**src/rtl/sample_recorder_if.sv**
```systemverilog
// Audio-in FIFO and RAM write-port bundle for sample_recorder.
//   master: recorder side (pops the FIFO, drives the RAM write port)
//   slave : environment side (Audio_Controller FIFO plus RAM)
// Signals:
//   audio_in_available     FIFO holds an input sample
//   left/right_channel_audio_in  signed ADC samples
//   read_audio_in          FIFO pop (combinational)
//   ram_address/ram_data/ram_wren  RAM write port (registered)
interface sample_recorder_if #(
  parameter int unsigned ADDR_W = 12,
  parameter int unsigned DATA_W = 32
);
  logic              audio_in_available;
  logic [DATA_W-1:0] left_channel_audio_in;
  logic [DATA_W-1:0] right_channel_audio_in;
  logic              read_audio_in;
  logic [ADDR_W-1:0] ram_address;
  logic [DATA_W-1:0] ram_data;
  logic              ram_wren;

  modport master (
    input  audio_in_available, left_channel_audio_in, right_channel_audio_in,
    output read_audio_in, ram_address, ram_data, ram_wren
  );

  modport slave (
    output audio_in_available, left_channel_audio_in, right_channel_audio_in,
    input  read_audio_in, ram_address, ram_data, ram_wren
  );
endinterface

```
**src/rtl/sample_recorder.sv**
```systemverilog
// sample_recorder: drains the audio input FIFO, keeps one sample per DECIM
// clocks and writes it into the sample RAM from address 0 up to MAX_ADDR.
// Optional build macro STEREO_MIX_EN: store (left + right) >>> 1 instead of left.
// Ports:
//   CLOCK_50   system clock (posedge)
//   resetn     asynchronous active-low reset
//   start      pulse, begin a recording at address 0 (IDLE/DONE only)
//   stop       pulse, end the recording early (ARM/CAPTURE only)
//   aud        sample_recorder_if.master: FIFO pop and RAM write port
//   busy       high in ARM and CAPTURE
//   done       high in DONE, cleared by start or reset
//   length     number of samples stored by the last recording
module sample_recorder #(
  parameter int unsigned ADDR_W   = 12,
  parameter int unsigned MAX_ADDR = 2838,
  parameter int unsigned DECIM    = 2048,
  parameter int unsigned DATA_W   = 32
) (
  input  logic                  CLOCK_50,
  input  logic                  resetn,
  input  logic                  start,
  input  logic                  stop,
  sample_recorder_if.master     aud,
  output logic                  busy,
  output logic                  done,
  output logic [ADDR_W:0]       length
);

  localparam int unsigned CNT_W = (DECIM > 2) ? $clog2(DECIM) : 1;
  localparam int unsigned LEN_W = ADDR_W + 1;

  typedef enum logic [1:0] {S_IDLE, S_ARM, S_CAPTURE, S_DONE} state_e;

  state_e            state_q, state_d;
  logic [CNT_W-1:0]  cnt_q, cnt_d;
  logic              pending_q, pending_d;
  logic [LEN_W-1:0]  wr_addr_q, wr_addr_d;
  logic [ADDR_W-1:0] ram_address_q, ram_address_d;
  logic [DATA_W-1:0] ram_data_q, ram_data_d;
  logic              ram_wren_q, ram_wren_d;
  logic              busy_q, busy_d;
  logic              done_q, done_d;
  logic [LEN_W-1:0]  length_q, length_d;

  logic              accept_c;
  logic              write_c;
  logic              wrap_c;
  logic [DATA_W-1:0] sample_c;

  // The FIFO is popped whenever it has data so it never backs up.
  assign accept_c          = aud.audio_in_available;
  assign aud.read_audio_in = aud.audio_in_available;

`ifdef STEREO_MIX_EN
  // Average at DATA_W+1 bits so the sum cannot overflow.
  logic [DATA_W:0] mix_c;
  assign mix_c    = {aud.left_channel_audio_in[DATA_W-1], aud.left_channel_audio_in}
                  + {aud.right_channel_audio_in[DATA_W-1], aud.right_channel_audio_in};
  assign sample_c = mix_c[DATA_W:1];
`else
  logic unused_right;
  assign unused_right = ^aud.right_channel_audio_in;
  assign sample_c     = aud.left_channel_audio_in;
`endif

  assign wrap_c = (cnt_q == CNT_W'(DECIM - 1));

  // State and output registers.
  always_ff @(posedge CLOCK_50 or negedge resetn) begin
    if (!resetn) begin
      state_q       <= S_IDLE;
      cnt_q         <= '0;
      pending_q     <= 1'b0;
      wr_addr_q     <= '0;
      ram_address_q <= '0;
      ram_data_q    <= '0;
      ram_wren_q    <= 1'b0;
      busy_q        <= 1'b0;
      done_q        <= 1'b0;
      length_q      <= '0;
    end else begin
      state_q       <= state_d;
      cnt_q         <= cnt_d;
      pending_q     <= pending_d;
      wr_addr_q     <= wr_addr_d;
      ram_address_q <= ram_address_d;
      ram_data_q    <= ram_data_d;
      ram_wren_q    <= ram_wren_d;
      busy_q        <= busy_d;
      done_q        <= done_d;
      length_q      <= length_d;
    end
  end

  // Next-state and write decision.
  always_comb begin
    state_d       = state_q;
    cnt_d         = cnt_q;
    pending_d     = pending_q;
    wr_addr_d     = wr_addr_q;
    ram_address_d = ram_address_q;
    ram_data_d    = ram_data_q;
    ram_wren_d    = 1'b0;
    length_d      = length_q;
    write_c       = 1'b0;

    case (state_q)
      S_IDLE, S_DONE: begin
        if (start) begin
          state_d   = S_ARM;
          wr_addr_d = '0;
          cnt_d     = '0;
          pending_d = 1'b0;
        end
      end
      S_ARM: begin
        if (accept_c) begin
          write_c = 1'b1;
          cnt_d   = '0;
          state_d = S_CAPTURE;
        end
      end
      S_CAPTURE: begin
        cnt_d   = wrap_c ? '0 : cnt_q + CNT_W'(1);
        write_c = accept_c && pending_q;
        // A wrap in the same cycle as a write re-arms for the next period.
        pending_d = (pending_q && !write_c) || wrap_c;
      end
      default: state_d = S_IDLE;
    endcase

    if (write_c) begin
      ram_wren_d    = 1'b1;
      ram_address_d = wr_addr_q[ADDR_W-1:0];
      ram_data_d    = sample_c;
      wr_addr_d     = wr_addr_q + LEN_W'(1);
    end

    // Finish on the write to the last address or on stop; a coincident
    // write is already included in wr_addr_d.
    if ((state_q == S_ARM || state_q == S_CAPTURE) &&
        (stop || (write_c && wr_addr_q == LEN_W'(MAX_ADDR)))) begin
      state_d  = S_DONE;
      length_d = wr_addr_d;
    end
  end

  assign busy_d = (state_d == S_ARM) || (state_d == S_CAPTURE);
  assign done_d = (state_d == S_DONE);

  assign aud.ram_address = ram_address_q;
  assign aud.ram_data    = ram_data_q;
  assign aud.ram_wren    = ram_wren_q;
  assign busy            = busy_q;
  assign done            = done_q;
  assign length          = length_q;

endmodule

```
**src/flat_wrapper.sv**
```systemverilog
// flat-port wrapper written by rule: the top's interface ports become plain ports
module sample_recorder_flat 
#(
  parameter int unsigned ADDR_W   = 12,
  parameter int unsigned MAX_ADDR = 2838,
  parameter int unsigned DECIM    = 2048,
  parameter int unsigned DATA_W   = 32
)
  (CLOCK_50, resetn, start, stop, busy, done, length, aud_audio_in_available, aud_left_channel_audio_in, aud_right_channel_audio_in, aud_read_audio_in, aud_ram_address, aud_ram_data, aud_ram_wren);
  sample_recorder_if #(.ADDR_W(ADDR_W), .DATA_W(DATA_W)) aud_i ();
  input  logic CLOCK_50;
  input  logic resetn;
  input  logic start;
  input  logic stop;
  output logic busy;
  output logic done;
  output logic [ADDR_W:0] length;
  input wire logic [$bits(aud_i.audio_in_available)-1:0] aud_audio_in_available;
  input wire logic [$bits(aud_i.left_channel_audio_in)-1:0] aud_left_channel_audio_in;
  input wire logic [$bits(aud_i.right_channel_audio_in)-1:0] aud_right_channel_audio_in;
  output wire logic [$bits(aud_i.read_audio_in)-1:0] aud_read_audio_in;
  output wire logic [$bits(aud_i.ram_address)-1:0] aud_ram_address;
  output wire logic [$bits(aud_i.ram_data)-1:0] aud_ram_data;
  output wire logic [$bits(aud_i.ram_wren)-1:0] aud_ram_wren;
  assign aud_i.audio_in_available = aud_audio_in_available;
  assign aud_i.left_channel_audio_in = aud_left_channel_audio_in;
  assign aud_i.right_channel_audio_in = aud_right_channel_audio_in;
  assign aud_read_audio_in = aud_i.read_audio_in;
  assign aud_ram_address = aud_i.ram_address;
  assign aud_ram_data = aud_i.ram_data;
  assign aud_ram_wren = aud_i.ram_wren;
  sample_recorder #(.ADDR_W(ADDR_W), .MAX_ADDR(MAX_ADDR), .DECIM(DECIM), .DATA_W(DATA_W)) u_core (.CLOCK_50(CLOCK_50), .resetn(resetn), .start(start), .stop(stop), .aud(aud_i), .busy(busy), .done(done), .length(length));
endmodule
```
**config.mk**
```make
export PLATFORM = sky130hd
export DESIGN_NAME = sample_recorder_flat
export DESIGN_NICKNAME = d
export VERILOG_FILES = /design/src/rtl/sample_recorder_if.sv /design/src/rtl/sample_recorder.sv /design/src/flat_wrapper.sv
export SDC_FILE = /design/constraint.sdc
export NUM_CORES = 1
export LEC_CHECK = 0
export ABC_AREA = 0
export CORE_MARGIN = 2
export CORE_UTILIZATION = 37
export CTS_CLUSTER_DIAMETER = 200
export DETAILED_ROUTE_END_ITERATION = 16
export GPL_ROUTABILITY_DRIVEN = 1
export PLACE_DENSITY = 0.67
export SLEW_MARGIN = 20
export SYNTH_ARGS = -nofsm -noshare
export SYNTH_HDL_FRONTEND = slang
export SYNTH_SLANG_ARGS = --single-unit
```
**constraint.sdc**
```tcl
create_clock -name CLOCK_50 -period 5.6 [get_ports CLOCK_50]
set_input_delay 1.12 -clock CLOCK_50 [delete_from_list [all_inputs] [get_ports CLOCK_50]]
set_output_delay 1.12 -clock CLOCK_50 [all_outputs]
set_load 0.01 [all_outputs]
```
==> results.json, run 1 <==
{
  "synth_ff_type": "dfrtp_1",
  "vias_per_cell": 4.85,
  "fill_cells": 883,
  "drive_above_1_share_pct": 20.6,
  "grt_overflow": 0,
  "cap_violations": 0,
  "die_h_um": 105,
  "slew_viol_final": 0,
  "max-slew-margin-rel_pct": 40.0,
  "p_per_area_nw_per_um2": 440,
  "final_common_cell": "clkdlybuf4s50_1",
  "synth-edff-count": 0,
  "syn-num-nets": 372,
  "worst-path-buf-inv": 2,
  "ys_types": 39,
  "dr.pass1.iters": 4,
  "wl_met3_um": 604,
  "cp_max_fo": 5,
  "synth_top_cell_area_share_pct": 57.5,
  "met2RoutedLength_mm": 3.45,
  "vdd_drop_max_uv": 204,
  "rows": 36,
  "numPortBuffers": 97,
  "cp_top_family": "buffers and inverters",
  "dpl_worst_slack_ps": 2160,
  "clk_pin_slew_worst_paths_ps": 80,
  "placedCellCount": 516,
  "drc": 0,
  "r2r_setup_slack_ps": 2990,
  "avgSynthCellArea_um2": 12.8,
  "num_vias": 2575,
  "seq_area_frac_synth_pct": 57.5,
  "hold_class": "reg2reg",
  "syn_inst": 296,
  "p_int_mw": 1.53,
  "p_switching_uw": 710,
  "critPathArrivalTime_ps": 2320,
  "first_global_vias": 2630,
  "rsz0062_at_grt": "no",
  "wl_met1_mm": 3.41,
  "crit_path_max_incr_delay_ps": 610,
  "worst_slew_pin_slew_ps": 899,
  "clock_power_share_pct": 21.4,
  "n_antenna_cell": 0,
  "totalWireLength_mm": 7.53,
  "wire_per_inst_um": 14.2,
  "fin_crit_sh_pct": 61.4,
  "end_kind": "output port",
  "tritoncts": "yes",
  "core_um2": 9860,
  "cp-start-kind": "primary input",
  "grt.total_usage_pct": 14.4,
  "cts.sinks": 87,
  "netlist.top_cell.by_area": "dfrtp_1",
  "syn_area_um2": 3780,
  "post_cts_buffers": 0,
  "path_cells": "clkdlybuf4s50_1 -> clkdlybuf4s50_1",
  "antenna_found_initial": 0,
  "leakagePower_nw": 2.21,
  "fp.dieArea_um2": 11100,
  "grt_max_degree": 66,
  "hold_viol": 0,
  "timing.critical_path.mode_cell": "clkdlybuf4s50_1",
  "setup_viol": 0,
  "whs_ps": 510,
  "grt_pass1_wl_mm": 12.6,
  "cts_root_buf": "clkbuf_8",
  "instances_no_fill": 531,
  "clkLatencyLatePin_ps": 350,
  "period_needed_ps": 3440,
  "final_nets": 470,
  "slowest_stage": "clkdlybuf4s50_1",
  "place_congestion": 0.767,
  "clock_path_buffers": 2,
  "synthArstFlopShare_pct": 100,
  "yosysWarnings": 0,
  "die_w_um": 105,
  "final_cell_mix": "96 x clkdlybuf4s50_1, 87 x dfrtp_1, 47 x mux2_2, 35 x nand2_1, 15 x nor2_1",
  "ys_ff_latch": 87,
  "max_freq_mhz": 291,
  "seq_power_share_pct": 39.0,
  "critical_path_class": "in2out",
  "area_growth_pct": 34.6,
  "drt-initial-drc-count": 85,
  "p_sw_share_pct": 31.6,
  "routed.top_layer": "met4",
  "start_util_pct": 38.4,
  "setup_ws_ps": 2160,
  "fin_tns_setup_ps": 0,
  "fin_skew_ps": 9.96,
  "cts_resized": 0,
  "htreeDepth": 3,
  "status": "finished, final reports clean",
  "comb_power_share_pct": 39.6,
  "required_ps": 4480,
  "boundaryPins": 130,
  "ant_nets": 0,
  "cts_hold_buffers": 0,
  "cts_buffers": 9,
  "hpwl_mm": 5.22,
  "ys_top_cells_by_area": "dfrtp_1 58%, mux2_2 14%, mux2_4 4.0%, mux2i_1 3.7%, nand2_1 3.5%"
}
[state kept, by name (all words and copies together) (netlist names)]
| register | cells |
|---|---|
| u_core.aud.ram_address | 12 |
| u_core.aud.ram_data | 32 |
| u_core.aud.ram_wren | 1 |
| u_core.wr_addr_q | 13 |
| u_core.pending_q | 1 |
| u_core.done | 1 |
| u_core.busy | 1 |
| u_core.state_q | 2 |
| u_core.length | 13 |
| u_core.cnt_q | 11 |
[power by group through the flow]
stage          logic [mW]  clock network (mW)  registers, mW
4_1_cts             0.908               0.503          0.877
5_1_grt             0.968               0.529          0.894
3_5_place_dp        0.901                   0          0.887
6_report            0.887               0.480          0.875
3_3_place_gp        0.888                   0          0.877
2_1_floorplan       0.434                   0          0.946
[metrics by stage]
stage | util, % | cell area, µm² | total power, mW
2_1_floorplan | - | 3780 | 1.38
6_report | 51.6 | 5090 | 2.24
3_3_place_gp | 49.4 | 4880 | 1.77
4_1_cts | 51.6 | 5090 | 2.29
5_1_grt | 51.6 | 5090 | 2.39
3_5_place_dp | 49.4 | 4880 | 1.79
[Yosys cell counts, types with 2 or more instances]
master / n
o31ai_1: 3
nand2_1: 35
nand3_1: 10
mux2_2: 47
dfrtp_1: 87
inv_1: 5
mux2i_1: 14
nor3_1: 4
a22o_1: 2
buf_2: 8
nor2_1: 16
or4_1: 2
a31oi_1: 2
o211ai_1: 2
mux2_4: 10
o21ai_0: 12
nor2b_1: 2
nor4_1: 2
nand4_1: 4
ha_1: 7
clkbuf_1: 2
xnor2_1: 3
[metal layers]
metal	global-route usage, %	vias to the layer above
li1	-	1237
met5	0	-
met4	4.57	0
met2	21.6	75
met1	18.9	1255
met3	5.99	8
[logic make-up (layout without fill, tap and decap cells)]
logic type                 count (synthesis)  after routing  share of synthesized area [%]
AOI/OAI and AO/OA                         25             25                           4.33
xor gates and xnor gates                   4              4                          0.926
adders and majority gates                  7              7                           2.31
buffers and inverters                     17            119                           2.25
DFF                                       87             87                           57.5
muxes                                     71             71                           21.7
and+or+nand+nor                           85             85                           11.0
[final cells by class]
type,instances,area [µm²],area share [%]
Inverter,5,18.8,0.368
Sequential cell,87,2180,42.7
Timing Repair Buffer,99,983,19.3
Multi-Input combinational cell,192,1530,30.0
Tap cell,133,166,3.27
Clock buffer,9,124,2.43
Clock inverter,6,93.8,1.84
[path summary, 6_finish.rpt]
path | from | to | cells past startpoint
max in group asynchronous | resetn | u_core.aud.ram_address[0] | 2
setup reg to reg | u_core.state_q[0] | u_core.length[0] | 7
setup / recovery | aud_audio_in_available | aud_read_audio_in | 2
hold reg to reg | u_core.aud.ram_data[13] | u_core.aud.ram_data[13] | 1
min in group asynchronous | resetn | u_core.cnt_q[7] | 1
hold / removal | u_core.aud.ram_data[13] | u_core.aud.ram_data[13] | 1
No activity file was read; power rests on OpenSTA's default activity.
==> inputs of run 2 (changes only) <==
- PLACE_DENSITY: 0.67 -> 0.7
- clock period: 5.6 -> 2.8 ns (I/O delays scaled with it)
==> run 2 against run 1 <==
  * Non-clock buffer count increased by 4
  * Clock power increased by 86%
  * Combinational power increased by 110%
  * First-iteration DRC count decreased by 24%
  * Final cell count increased by 0.94%
  * Utilization increased by 0.41 points
  * Critical path depth unchanged
  * Setup slack got worse by 1700 ps
  * Via count increased by 2.4%
  * Sequential share of layout area decreased by 0.33 points
  * Sequential power increased by 99%
  * Die area unchanged
  * Highest routed layer unchanged
==> results.json, run 2 (same netlist as run 1, synthesis figures left out) <==
{
  "status": "finished, final reports clean",
  "max-slew-margin-rel_pct": 56.9,
  "required_ps": 2240,
  "rows": 36,
  "n_antenna_cell": 0,
  "vias_per_cell": 4.92,
  "clock_power_share_pct": 20.0,
  "p_sw_share_pct": 32.3,
  "final_cell_mix": "96 x clkdlybuf4s50_1, 87 x dfrtp_1, 47 x mux2_2, 35 x nand2_1, 15 x nor2_1",
  "critPathArrivalTime_ps": 1780,
  "placedCellCount": 520,
  "antenna_found_initial": 0,
  "numPortBuffers": 97,
  "cts.sinks": 87,
  "cts_hold_buffers": 0,
  "crit_path_max_incr_delay_ps": 620,
  "grt_overflow": 0,
  "drive_above_1_share_pct": 21.6,
  "boundaryPins": 130,
  "timing.critical_path.mode_cell": "clkdlybuf4s50_1",
  "worst_r2r_path_depth": 8,
  "grt_use_met2_pct": 23.5,
  "post_cts_buffers": 0,
  "die_w_um": 105,
  "drc": 0,
  "place_congestion": 0.759,
  "end_kind": "output port",
  "cap_violations": 0,
  "cp-start-kind": "primary input",
  "grt.total_usage_pct": 14.8,
  "largest_reg_flops": 32,
  "cts_resized": 0,
  "p_switching_mw": 1.45,
  "path_depth": 2,
  "final_common_cell": "clkdlybuf4s50_1",
  "top_usage_layer": "met2",
  "totalWireLength_mm": 7.61,
  "rsz0062_at_grt": "no",
  "cp_top_family": "buffers and inverters",
  "area_growth_pct": 35.6,
  "start_util_pct": 38.4,
  "grt_pass1_wl_mm": 13.0,
  "grtUsageMet3_pct": 6.55,
  "tritoncts": "yes",
  "cts_buffers": 9,
  "hold_viol": 0,
  "hold_class": "in2async",
  "instances_no_fill": 536,
  "clock_path_buffers": 2,
  "cp_max_fo": 5,
  "leakagePower_nw": 2.22,
  "path_cells": "clkdlybuf4s50_1 -> clkdlybuf4s50_1",
  "critical_path_class": "in2out",
  "drt-initial-drc-count": 65,
  "cts_root_buf": "clkbuf_8",
  "dr.pass1.iters": 4,
  "first_global_vias": 2684,
  "fin_skew_ps": 11.0,
  "seq_power_share_pct": 38.9,
  "grt_util_met1_pct": 18.2,
  "worst-path-buf-inv": 2,
  "comb_power_share_pct": 41.1,
  "fin_tns_setup_ps": 0,
  "setup_viol": 0,
  "slowest_stage": "clkdlybuf4s50_1",
  "clkLatencyLatePin_ps": 360,
  "core_um2": 9860,
  "grt_max_degree": 52,
  "clk_pin_slew_worst_paths_ps": 90,
  "fp.dieArea_um2": 11100,
  "vdd_drop_max_uv": 547,
  "p_int_mw": 3.03,
  "wire_per_inst_um": 14.2,
  "fin_crit_sh_pct": 83.4,
  "die_h_um": 105,
  "slew_viol_final": 0,
  "period_needed_ps": 2340,
  "num_vias": 2637,
  "hpwl_mm": 5.44,
  "p_per_area_nw_per_um2": 872,
  "final_nets": 474,
  "max_freq_mhz": 428,
  "htreeDepth": 3,
  "ant_nets": 0,
  "worst_slew_pin_slew_ps": 646
}
run 2: changes by cell type in the layout (fill, tap and decap cells not counted), sizes merged:
cell | before | now
bufinv | 2 | 1
clkinvlp | 1 | 3
buf | 3 | 7
run 2: final timing paths:
check | start | to | slack (ps)
hold / removal | resetn | u_core.busy | 220
setup / recovery | aud_audio_in_available | aud_read_audio_in | 460
min in group CLOCK_50 | u_core.aud.ram_data[16] | u_core.aud.ram_data[16] | 510
setup reg to reg | u_core.state_q[0] | u_core.length[0] | 520
hold reg to reg | u_core.aud.ram_data[16] | u_core.aud.ram_data[16] | 510
max in group asynchronous | resetn | u_core.state_q[1] | 1940
run 2: per-layer routing:
layer  vias to the layer above  routed length (µm)
li1                       1249                   -
met1                      1303                3230
met2                        77                3660
met3                         8                 613
met4                         0                 103
met5                         -                   0
run 2: layout make-up:
type / count / area (µm²)
Fill cell: 858 / 4730
Sequential cell: 87 / 2180
Multi-Input combinational cell: 192 / 1530
Timing Repair Buffer: 103 / 1040
Tap cell: 133 / 166
Clock buffer: 9 / 124
Clock inverter: 7 / 78.8
Inverter: 5 / 18.8
run 2: metrics by stage:
stage	utilization [%]	cell area (µm²)	total power, mW	setup slack, ps	hold WS, ps
6_report	52.0	5130	4.48	465	220
5_1_grt	52.0	5130	4.77	327	263
4_1_cts	52.0	5130	4.56	462	231
3_5_place_dp	50.0	4930	3.64	260	495
3_3_place_gp	50.0	4930	3.58	276	489
2_1_floorplan	-	3780	2.76	696	264
run 2: power groups by stage:
stage                     sequential (mW)  combinational (mW)  clock (mW)
after floorplan                      1.89               0.868           0
after global placement               1.75                1.82           0
after detailed placement             1.77                1.87           0
after CTS                            1.75                1.88       0.932
after global routing                 1.79                2.00       0.986
final                                1.74                1.84       0.894
==> inputs of run 3 (changes only) <==
- PLACE_DENSITY: 0.7 -> 0.67
- clock period: 2.8 -> 2.3 ns (I/O delays scaled with it)
==> run 3 against run 2 <==
  * Non-clock buffer count is 7 higher
  * Clock power is 19% higher
  * Wire length is 0.32% higher
  * Sequential power is 22% higher
  * Setup slack worse by 330 ps
  * Die area stayed put
  * Register-to-register slack worse by 390 ps
  * Count of clock-buffer cells in the layout is 1 higher
  * Combinational power is 24% higher
==> results.json, run 3 (same netlist as run 1, synthesis figures left out) <==
{
  "startpoint": "u_core.state_q[0]",
  "grt.total_usage_pct": 14.9,
  "final_nets": 481,
  "required_ps": 2550,
  "r2r_setup_slack_ps": 130,
  "start_util_pct": 38.4,
  "core_um2": 9860,
  "end_kind": "flop",
  "clkLatencyLatePin_ps": 360,
  "first_global_vias": 2727,
  "drc": 0,
  "final_common_cell": "clkdlybuf4s50_1",
  "rows": 36,
  "max-slew-margin-rel_pct": 64.7,
  "clk_pin_slew_worst_paths_ps": 90,
  "numPortBuffers": 97,
  "die_w_um": 105,
  "grt_pass1_wl_mm": 13.0,
  "grt_overflow": 0,
  "status": "finished, final reports clean",
  "setup_ws_ps": 135,
  "cap_violations": 0,
  "slew_viol_final": 0,
  "post_cts_buffers": 0,
  "final_cell_mix": "96 x clkdlybuf4s50_1, 87 x dfrtp_1, 47 x mux2_2, 35 x nand2_1, 15 x nor2_1",
  "clock_path_buffers": 2,
  "tritoncts": "yes",
  "cp_max_fo": 6,
  "die_h_um": 105,
  "leakagePower_nw": 2.26,
  "cp-start-kind": "flop",
  "largest_reg_flops": 32,
  "grt_max_degree": 49,
  "max_freq_mhz": 462,
  "worst_slew_pin_slew_ps": 530,
  "fin_crit_sh_pct": 94.1,
  "cts_buffers": 9,
  "wire_per_inst_um": 14.1,
  "vias_per_cell": 4.92,
  "hold_viol": 0,
  "setup_viol": 0,
  "endpoint": "u_core.length[5]",
  "antenna_found_initial": 0,
  "dpl_worst_slack_ps": -7.97,
  "totalWireLength_mm": 7.64,
  "drive_above_1_share_pct": 22.9,
  "cts.sinks": 87,
  "vdd_drop_max_uv": 606,
  "rsz0062_at_grt": "no",
  "area_growth_pct": 37.4,
  "critPathArrivalTime_ps": 2420,
  "p_per_area_nw_per_um2": 1050,
  "whs_ps": 70.5,
  "place_congestion": 0.823,
  "reg2reg_from": "u_core.state_q[0]",
  "htreeDepth": 3,
  "drt-initial-drc-count": 70,
  "ant_nets": 0,
  "fp.dieArea_um2": 11100,
  "boundaryPins": 130,
  "period_needed_ps": 2170,
  "fin_skew_ps": 10.1,
  "cts_root_buf": "clkbuf_8",
  "rr_endpoint": "u_core.length[5]",
  "hpwl_mm": 5.34,
  "num_vias": 2669,
  "worst_r2r_path_depth": 7,
  "dr.pass1.iters": 4,
  "n_antenna_cell": 0,
  "critical_path_class": "reg2reg",
  "hold_class": "in2async"
}
[run 3: cell count changes in the layout (fill, tap and decap cells not counted), sizes merged]
cell    delta
buf        +7
clkbuf     +1
inv        -1
[run 3: what timing repair did]
| action | CTS | global route |
|---|---|---|
| gates resized for setup | 0 | 1 |
| endpoints found under the hold margin | 0 | 0 |
| hold buffers | 0 | 0 |
| endpoints found under the setup margin | 0 | 4 |
[run 3: critical path: stages (launching register included)]
cell and delay (ps):
dfrtp_1 370, inv_1 70, ha_1 340, nand2b_4 180, or3_1 470, o211ai_1 230
o31ai_1 130, mux2_4 270
[run 3: layout make-up]
class / count / area [µm²]
fillers: 889 / 4660
flip-flops and latches: 87 / 2180
multi-input cells: 192 / 1540
repair buffers: 110 / 1100
well taps: 133 / 166
clock buffers: 10 / 128
clock inverters: 6 / 70.1
inverters: 5 / 18.8
[run 3: how the worst min path moves through the flow]
stage,startpoint,end,slack (ps),cells after the start
3_3_place_gp,resetn,u_core.cnt_q[10],470,1
2_1_floorplan,resetn,u_core.aud.ram_address[0],160,0
4_1_cts,resetn,u_core.cnt_q[9],80,1
3_5_place_dp,resetn,u_core.cnt_q[9],480,1
5_1_grt,resetn,u_core.cnt_q[9],110,1
6_report,resetn,u_core.cnt_q[9],70,1
[run 3: routing by layer]
metal,GRT usage (%),up-vias,share of wire [%]
met2,22.8,79,46
met5,0,-,0
li1,-,1263,-
met1,18.8,1315,44
met3,5.43,12,8.1
met4,6.57,0,1.8
[run 3: power breakdown]
group	internal [mW]	switching, mW
registers	1.92	0.207
logic	1.31	0.986
clock network	0.508	0.552
[run 3: through the flow]
step	setup TNS (ps)	cells	area (µm²)	power (mW)	util (%)
floorplan	0	296	3780	3.36	-
global placement	0	527	5000	4.43	50.6
detailed placement	-8.42	527	5000	4.49	50.6
CTS	0	543	5190	5.59	52.7
global route	0	543	5200	5.84	52.7
finish	0	543	5200	5.48	52.7
